`src/rtl/axis_arb_pkg.sv`:
```
// Shared defaults, FSM encoding and pointer sizing for the round-robin stream arbiter.
// No logic; latency n/a.
// Backpressure n/a.
package axis_arb_pkg;

    localparam int N_PORTS_DEF = 4;
    localparam int DATA_W_DEF  = 8;

    function automatic int ptr_width(input int n);
        return (n > 1) ? $clog2(n) : 1;
    endfunction

    localparam int PTR_W_DEF = ptr_width(N_PORTS_DEF);

    typedef enum logic {
        IDLE   = 1'b0,
        LOCKED = 1'b1
    } arb_state_t;

endpackage

```
`src/rtl/rr_picker.sv`:
```
// Round-robin picker: first set request at or above ptr, wrapping modulo N.
// Purely combinational, zero latency.
// No backpressure; the caller qualifies req.
module rr_picker #(
    parameter int N  = 4,
    parameter int PW = 2
) (
    input  logic [N-1:0]  req,
    input  logic [PW-1:0] ptr,
    output logic [PW-1:0] gnt_idx,
    output logic          gnt_vld
);

    logic [PW:0] cand;

    // Scan from farthest to nearest so the index closest to ptr is written last and wins.
    always_comb begin
        gnt_idx = '0;
        gnt_vld = 1'b0;
        cand    = '0;
        for (int k = N - 1; k >= 0; k--) begin
            cand = {1'b0, ptr} + (PW + 1)'(k);
            if (cand >= (PW + 1)'(N)) begin
                cand = cand - (PW + 1)'(N);
            end
            if (req[cand[PW-1:0]]) begin
                gnt_idx = cand[PW-1:0];
                gnt_vld = 1'b1;
            end
        end
    end

endmodule

```
`src/rtl/axis_rr_arbiter.sv`:
```
// Packet-locked round-robin arbiter merging N_PORTS streams into one registered output.
// One cycle to arbitrate, one cycle input-to-output; one bubble between packets.
// Input ready follows output register space (!s_valid || s_ready); stalls hold the lock indefinitely.
module axis_rr_arbiter
    import axis_arb_pkg::*;
#(
    parameter int N_PORTS = N_PORTS_DEF,
    parameter int DATA_W  = DATA_W_DEF
) (
    input  logic                         clk,
    input  logic                         rst_n,
    input  logic [N_PORTS-1:0]           port_en,
    input  logic [N_PORTS*DATA_W-1:0]    m_data,
    input  logic [N_PORTS-1:0]           m_valid,
    input  logic [N_PORTS-1:0]           m_last,
    output logic [N_PORTS-1:0]           m_ready,
    output logic [DATA_W-1:0]            s_data,
    output logic                         s_valid,
    output logic                         s_last,
    input  logic                         s_ready,
    output logic [$clog2(N_PORTS)-1:0]   grant_id,
    output logic                         busy
);

    localparam int PW = $clog2(N_PORTS);

    arb_state_t          state;
    logic [PW-1:0]       rr_ptr;
    logic [PW-1:0]       gnt_idx;
    logic                gnt_vld;
    logic [N_PORTS-1:0]  req;
    logic                out_free;
    logic                accept;
    logic [DATA_W-1:0]   sel_data;
    logic                sel_valid;
    logic                sel_last;

    assign busy = (state == LOCKED);

    // port_en only gates new arbitration; a locked packet ignores it.
    assign req = (state == IDLE) ? (m_valid & port_en) : '0;

    rr_picker #(
        .N  (N_PORTS),
        .PW (PW)
    ) u_picker (
        .req     (req),
        .ptr     (rr_ptr),
        .gnt_idx (gnt_idx),
        .gnt_vld (gnt_vld)
    );

    assign out_free  = !s_valid || s_ready;
    assign sel_data  = m_data[grant_id*DATA_W +: DATA_W];
    assign sel_valid = m_valid[grant_id];
    assign sel_last  = m_last[grant_id];
    assign accept    = busy && out_free && sel_valid;

    always_comb begin
        m_ready = '0;
        if (busy) begin
            m_ready[grant_id] = out_free;
        end
    end

    always_ff @(posedge clk or negedge rst_n) begin
        if (!rst_n) begin
            state    <= IDLE;
            rr_ptr   <= '0;
            grant_id <= '0;
            s_valid  <= 1'b0;
            s_last   <= 1'b0;
            s_data   <= '0;
        end else begin
            case (state)
                IDLE: begin
                    if (gnt_vld) begin
                        grant_id <= gnt_idx;
                        state    <= LOCKED;
                    end
                end
                LOCKED: begin
                    if (accept && sel_last) begin
                        state  <= IDLE;
                        rr_ptr <= (grant_id == PW'(N_PORTS - 1)) ? '0 : grant_id + 1'b1;
                    end
                end
            endcase

            if (accept) begin
                s_valid <= 1'b1;
                s_data  <= sel_data;
                s_last  <= sel_last;
            end else if (s_ready) begin
                s_valid <= 1'b0;
            end
        end
    end

endmodule

```
`config.mk`:
```
export PLATFORM = sky130hd
export DESIGN_NAME = axis_rr_arbiter
export DESIGN_NICKNAME = d
export VERILOG_FILES = /design/src/rtl/axis_arb_pkg.sv /design/src/rtl/rr_picker.sv /design/src/rtl/axis_rr_arbiter.sv
export SDC_FILE = /design/constraint.sdc
export NUM_CORES = 1
export LEC_CHECK = 0
export CAP_MARGIN = 40
export CORE_MARGIN = 10
export CORE_UTILIZATION = 30
export CTS_BUF_LIST = sky130_fd_sc_hd__clkbuf_4
export CTS_CLUSTER_SIZE = 28
export DETAILED_ROUTE_END_ITERATION = 10
export PLACE_DENSITY = 0.7
export SLEW_MARGIN = 20
export SYNTH_ARGS = -nofsm -noshare
export SYNTH_HDL_FRONTEND = slang
export SYNTH_SLANG_ARGS = --single-unit
export TNS_END_PERCENT = 100
```
`constraint.sdc`:
```
create_clock -name clk -period 1.7 [get_ports clk]
set_clock_uncertainty 0.1 [all_clocks]
set_input_delay 0.34 -clock clk [delete_from_list [all_inputs] [get_ports clk]]
set_output_delay 0.34 -clock clk [all_outputs]
set_load 0.05 [all_outputs]
```
==> run metrics, run 1 <==
most used cell, CP=buf_12; synthesis-stage register bit count=15; GR Overflow Total=0; share of cells above drive strength 1=44.2%; mapped cell area=0.00106 mm²; Final WS setup=-102 ps; post-synthesis sequential area ratio=35.3%; number of library cell types mapped by synthesis=30; ANT nets after route=0; PD cells=1830 mW/mm²; Buffers on Ports=63; hpwl dp=3.19 mm; nets=215; via/cell ratio=5.02; P&R area growth vs syn=100%; synthesized area per cell=12.8 µm²; CP max-delay cell=dfrtp_2; clock transition at the registers of the reported paths=90 ps; Max Transition Viols Final=0; die area=0.00633 mm²; Top Ports=64; commonest non-fill, non-tap cell in the layout=clkdlybuf4s50_1; crit path launch type=flop; largest net degree at the start of global routing=16; first-pass GRT wire length=6.31 mm; fin crit period=1800 ps; Post-DP Area=0.00193 mm²; detailed-route via count=1049; RePlAce Congestion=0.782; register area=379 µm²; Area contributors post-synth=dfrtp_1 35%, mux4_2 19%, mux2_4 11%, ha_1 4.7%, nand2_1 4.2%; Reg power frac=20.1%; critical path fanouts, max=5; Top delay family on crit path=flip-flops; Synth Instances=83; Internal=2160 µW; Layout Cell Area excl Fill=0.00213 mm²; slew of the pin with the lowest slew margin=315 ps; Mapped Nets=134; initial antenna violation count=0; Synth top area share=35.3%; CP max stage delay=440 ps; Combinational Power Share=74.5%; multi-input combinational cell area=737 µm²; H-tree depth=1; Synth warnings=0; Switch Pwr=1740 µW; failing checks=negative setup slack; WP data required=1260 ps; Die Y=79.5 µm; n_diodes=0; Clock Tree Buf Depth=2; maximum VDD drop=0.777 mV; switching share of total power=44.7%; fill count=252; Die X=79.5 µm; DR iter-0 viols=64; CTS tree=done; worst min path class=input port to asynchronous set/reset pin; number of global-route vias before repair=1111; crit share post-route=106%; CP endpoint kind=output port; kind of critical path=flop to output port; Initial Util=31.4%; CTS Sinks=15; DP Cell Count=198; Buf+Inv Stages, Crit Path=3; DRC viols=0; Worst-Skew Late Latency=290 ps; Routed WL=3.99 mm; routed length per instance=19.1 µm; Max Cap Viol=0; Cell Count, Final, Fillers Out=209; CORE AREA=0.00339 mm²; Slew headroom=79.0%; clock share of power=5.3%; Pre-Repair DR Iteration Count=4; all-layer global routing usage=12.6%; P_leak=0.000900 µW; crit-path cells=buf_12 -> clkinv_8 -> ha_4 -> and3_4 -> buf_12; Yosys top cell by area=dfrtp_1; outcome=finished with violations; commonest non-fill, non-tap cells in the layout=46 x clkdlybuf4s50_1, 15 x buf_4, 14 x buf_12, 12 x nand2_1, 12 x dfrtp_1; CTS buffer count=3; final setup fails=13; clock root cell=clkbuf_4; final hold violations=0; row count=21; RSZ-0062 raised after global routing=yes; TNS Setup=-985 ps; Max Fclk=0.555 GHz; crit path DAT=1360 ps
synth_stat cells:
master	n
mux4_2	9
nand2b_1	2
a41o_1	1
buf_1	1
and2_1	2
ha_1	4
inv_1	3
a311oi_1	1
nand4_2	1
dfrtp_1	15
buf_2	1
a21oi_1	1
a22oi_1	2
o2111ai_1	1
and3b_1	1
a31oi_1	1
o31ai_1	2
nand3_4	1
a22o_1	2
buf_4	1
nand3_1	1
mux2_4	8
a21o_1	1
nor2_1	1
nand2b_2	1
nand2_1	12
mux4_1	1
and3_1	4
mux2_1	1
o21ai_0	1
stage by stage:
stage | util (%) | power, µW | worst slack [ps] | hold slack [ps]
3_3_place_gp | 56.9 | 3300 | -341 | 363
4_1_cts | 62.3 | 3870 | -105 | 262
5_1_grt | 62.9 | 4080 | -155 | 277
3_5_place_dp | 56.9 | 3370 | -373 | 377
6_report | 62.9 | 3900 | -102 | 262
2_1_floorplan | - | 2220 | -156 | -55.6
flip-flops by register name (all words and copies together) (netlist names):
register,count
busy,1
grant_id,2
rr_ptr,2
s_data,8
s_last,1
s_valid,1
routing by layer:
metal / wire length, µm / track usage (%) / vias to the layer above / share of wire [%]
met4: 86 / 4.48 / 0 / 2.2
met3: 224 / 3.38 / 9 / 5.6
met1: 1520 / 13.8 / 517 / 38
met2: 2170 / 22.7 / 39 / 54
met5: 0 / 0 / - / 0
li1: - / - / 484 / -
worst reg2reg max path: stages, from the launching register on:
cell,delay (ps)
dfrtp_2,410
buf_6,100
mux4_2,530
nand3_4,200
mux2_4,320
final timing paths:
path                             start  slack, ps  cells after the start         end
min                              rst_n        260                      2   s_data[4]
min reg2reg                     s_last        400                      2      s_last
max in group asynchronous        rst_n       1050                      2        busy
max reg2reg                grant_id[1]        -80                      4   s_data[1]
min in group clk                s_last        400                      2      s_last
max                        grant_id[1]       -100                      5  m_ready[0]
logic make-up after synthesis:
kind of cell / Yosys count / synth area share, %
buffers and inverters: 6 / 2.59
AOI/OAI and AO/OA: 13 / 9.29
muxes: 19 / 33.9
and+or+nand+nor: 26 / 14.2
adders and majority gates: 4 / 4.71
DFF: 15 / 35.3
area by class of cell:
class                           instances  share of cell area (%)
Clock buffer                            3                    1.06
Timing Repair Buffer                   79                    42.3
Tap cell                               46                    2.70
Multi-Input combinational cell         62                    34.6
Clock inverter                          1                   0.235
Inverter                                3                    1.35
Sequential cell                        15                    17.8
what timing repair did:
item | CTS | global route
pin swaps | 3 | 1
hold buffers | 0 | 0
buffers inserted | 6 | 1
endpoints found under the hold margin | 0 | 0
gates resized for setup | 28 | 3
setup endpoints to repair | 12 | 17
gates cloned | 0 | 0
power groups by stage:
stage                     Combinational [µW]  Sequential [µW]  Clock, µW
after floorplan                          988             1230          0
after global placement                  2530              771          0
after detailed placement                2590              777          0
after CTS                               2880              777        212
after global routing                    3040              808        229
final                                   2910              785        209
Power figures use the tool's default switching activity.
==> run 2: changes to the inputs <==
CTS_CLUSTER_SIZE = default   (was 28)
==> results of run 2 <==
The final DEF is identical to that of run 1; final timing and power are the same.
==> run 3: changes to the inputs <==
CORE_UTILIZATION = 35   (was 30)
HOLD_SLACK_MARGIN = 0.05   (was default)
PLACE_DENSITY = 0.8   (was 0.7)
==> run 3 against run 2 <==
  * Wire length is 3.6% lower
  * Sequential cell count stayed put
  * First-iteration DRC count is 13% lower
  * Critical endpoint is now m_ready[2]
  * Register-to-register slack hardly changed
  * Non-clock buffer count is 1 lower
  * Hold slack better by 14 ps
  * Clock power is 3% higher
  * Sequential share of layout area is 0.84 points higher
  * Final cell count is 7.7% lower
  * Combinational power is 5% lower
  * Via count is 0.95% higher
  * Sequential power is 2% lower
  * Highest routed layer unchanged
  * The run still ends with negative setup slack left
==> run metrics, run 3 (synthesis results as in run 1) <==
outcome=finished with violations; failing checks=negative setup slack; Final WS setup=-115 ps; H-tree depth=1; clock transition at the registers of the reported paths=90 ps; Die Y=75.1 µm; share of cells above drive strength 1=42.6%; routed length per instance=19.9 µm; nets=214; CP endpoint kind=output port; slew of the pin with the lowest slew margin=321 ps; Reg power frac=20.5%; commonest non-fill, non-tap cell in the layout=clkdlybuf4s50_1; Internal=2070 µW; via/cell ratio=5.49; CTS tree=done; Routed WL=3.85 mm; kind of critical path=flop to output port; Cell Count, Final, Fillers Out=193; CTS buffer count=3; register bank with the most flops=s_data; DR iter-0 viols=56; GR Overflow Total=0; P_leak=0.000881 µW; detailed-route via count=1059; n_diodes=0; max FFs per register=8; biggest regs=s_data x8, grant_id x2, rr_ptr x2; fin crit period=1820 ps; Initial Util=37.6%; Slew headroom=78.6%; maximum VDD drop=0.902 mV; crit path launch type=flop; RePlAce Congestion=0.753; Core Util, Final=72.0%; Worst-Skew Late Latency=270 ps; final setup fails=13; Max Cap Viol=0; P&R area growth vs syn=91.4%; row count=19; RSZ-0062 raised after global routing=yes; switching share of total power=45.0%; crit share post-route=107%; TNS Setup=-1130 ps; Buffers on Ports=63; initial antenna violation count=0; largest net degree at the start of global routing=16; Top Ports=64; WP data required=1260 ps; Pre-Repair DR Iteration Count=4; all-layer global routing usage=13.5%; Max Fclk=0.551 GHz; Clock Tree Buf Depth=2; PD cells=1850 mW/mm²; Die X=75.1 µm; crit path DAT=1380 ps; Switch Pwr=1690 µW; first-pass GRT wire length=5.89 mm; commonest non-fill, non-tap cells in the layout=43 x clkdlybuf4s50_1, 18 x buf_4, 12 x nand2_1, 12 x dfrtp_1, 11 x buf_12; Max Transition Viols Final=0; clock share of power=5.8%; DP Cell Count=182; ANT nets after route=0; fill count=181; number of global-route vias before repair=1117; final hold violations=0; worst min path class=input port to asynchronous set/reset pin; hpwl dp=3.09 mm; CORE AREA=0.00283 mm²; die area=0.00564 mm²; critical path fanouts, max=4; Combinational Power Share=73.7%; clock root cell=clkbuf_4; CTS Sinks=15; Power, Total=3760 µW; DRC viols=0
==> run 3: cell count changes in the layout (fill, tap and decap cells not counted), moves of 3 or more <==
cell	before	now
buf_12	14	11
buf_4	15	18
clkdlybuf4s50_1	46	43
dlygate4sd2_1	0	3
==> run 3: per-layer routing <==
layer / track usage [%] / part of all wire [%]
met3: 3.68 / 8.2
met2: 24.1 / 54
met5: 0 / 0
met4: 2.94 / 1.1
met1: 15.7 / 36
==> run 3: critical path, cell delays in order (launching register included) <==
cell and delay [ps]:
dfrtp_2 470, buf_6 150, inv_6 60, ha_4 110, and3_4 190, buf_12 130
==> run 3: path summary, 6_finish.rpt <==
kind	endpoint	startpoint	slack, ps	cells past startpoint
max	m_ready[2]	grant_id[0]	-120	5
min reg2reg	s_last	s_last	400	2
min in group clk	s_last	s_last	400	2
min	s_data[3]	rst_n	280	2
max in group asynchronous	busy	rst_n	1040	2
max reg2reg	s_data[1]	grant_id[1]	-90	4
==> run 3: power groups by stage <==
| stage | Combinational (µW) | Clock [µW] | Sequential, µW |
|---|---|---|---|
| after floorplan | 988 | 0 | 1230 |
| after global placement | 2440 | 0 | 752 |
| after detailed placement | 2490 | 0 | 757 |
| after CTS | 2720 | 217 | 763 |
| after global routing | 2920 | 241 | 805 |
| final | 2770 | 216 | 771 |
==> run 3: layout make-up <==
type                            count  area, µm²  area share [%]
Inverter                            3       18.8           0.922
Tap cell                           31       38.8            1.91
Timing Repair Buffer               78        850            41.7
Sequential cell                    15        379            18.6
Clock buffer                        4       30.0            1.48
Multi-Input combinational cell     62        719            35.3
==> run 3: through the flow <==
stage          setup WS, ps  area (µm²)  hold slack (ps)
5_1_grt                -161        2040              273
4_1_cts                -126        2010              284
3_5_place_dp           -392        1870              379
3_3_place_gp           -342        1870              364
2_1_floorplan          -156        1070            -55.6
6_report               -115        2040              276
==> run 3: repair_timing <==
action | CTS | global route
setup endpoints to repair | 13 | 17
pin swaps | 1 | 2
hold buffers | 0 | 0
buffers inserted | 7 | 0
gates resized for setup | 23 | 4
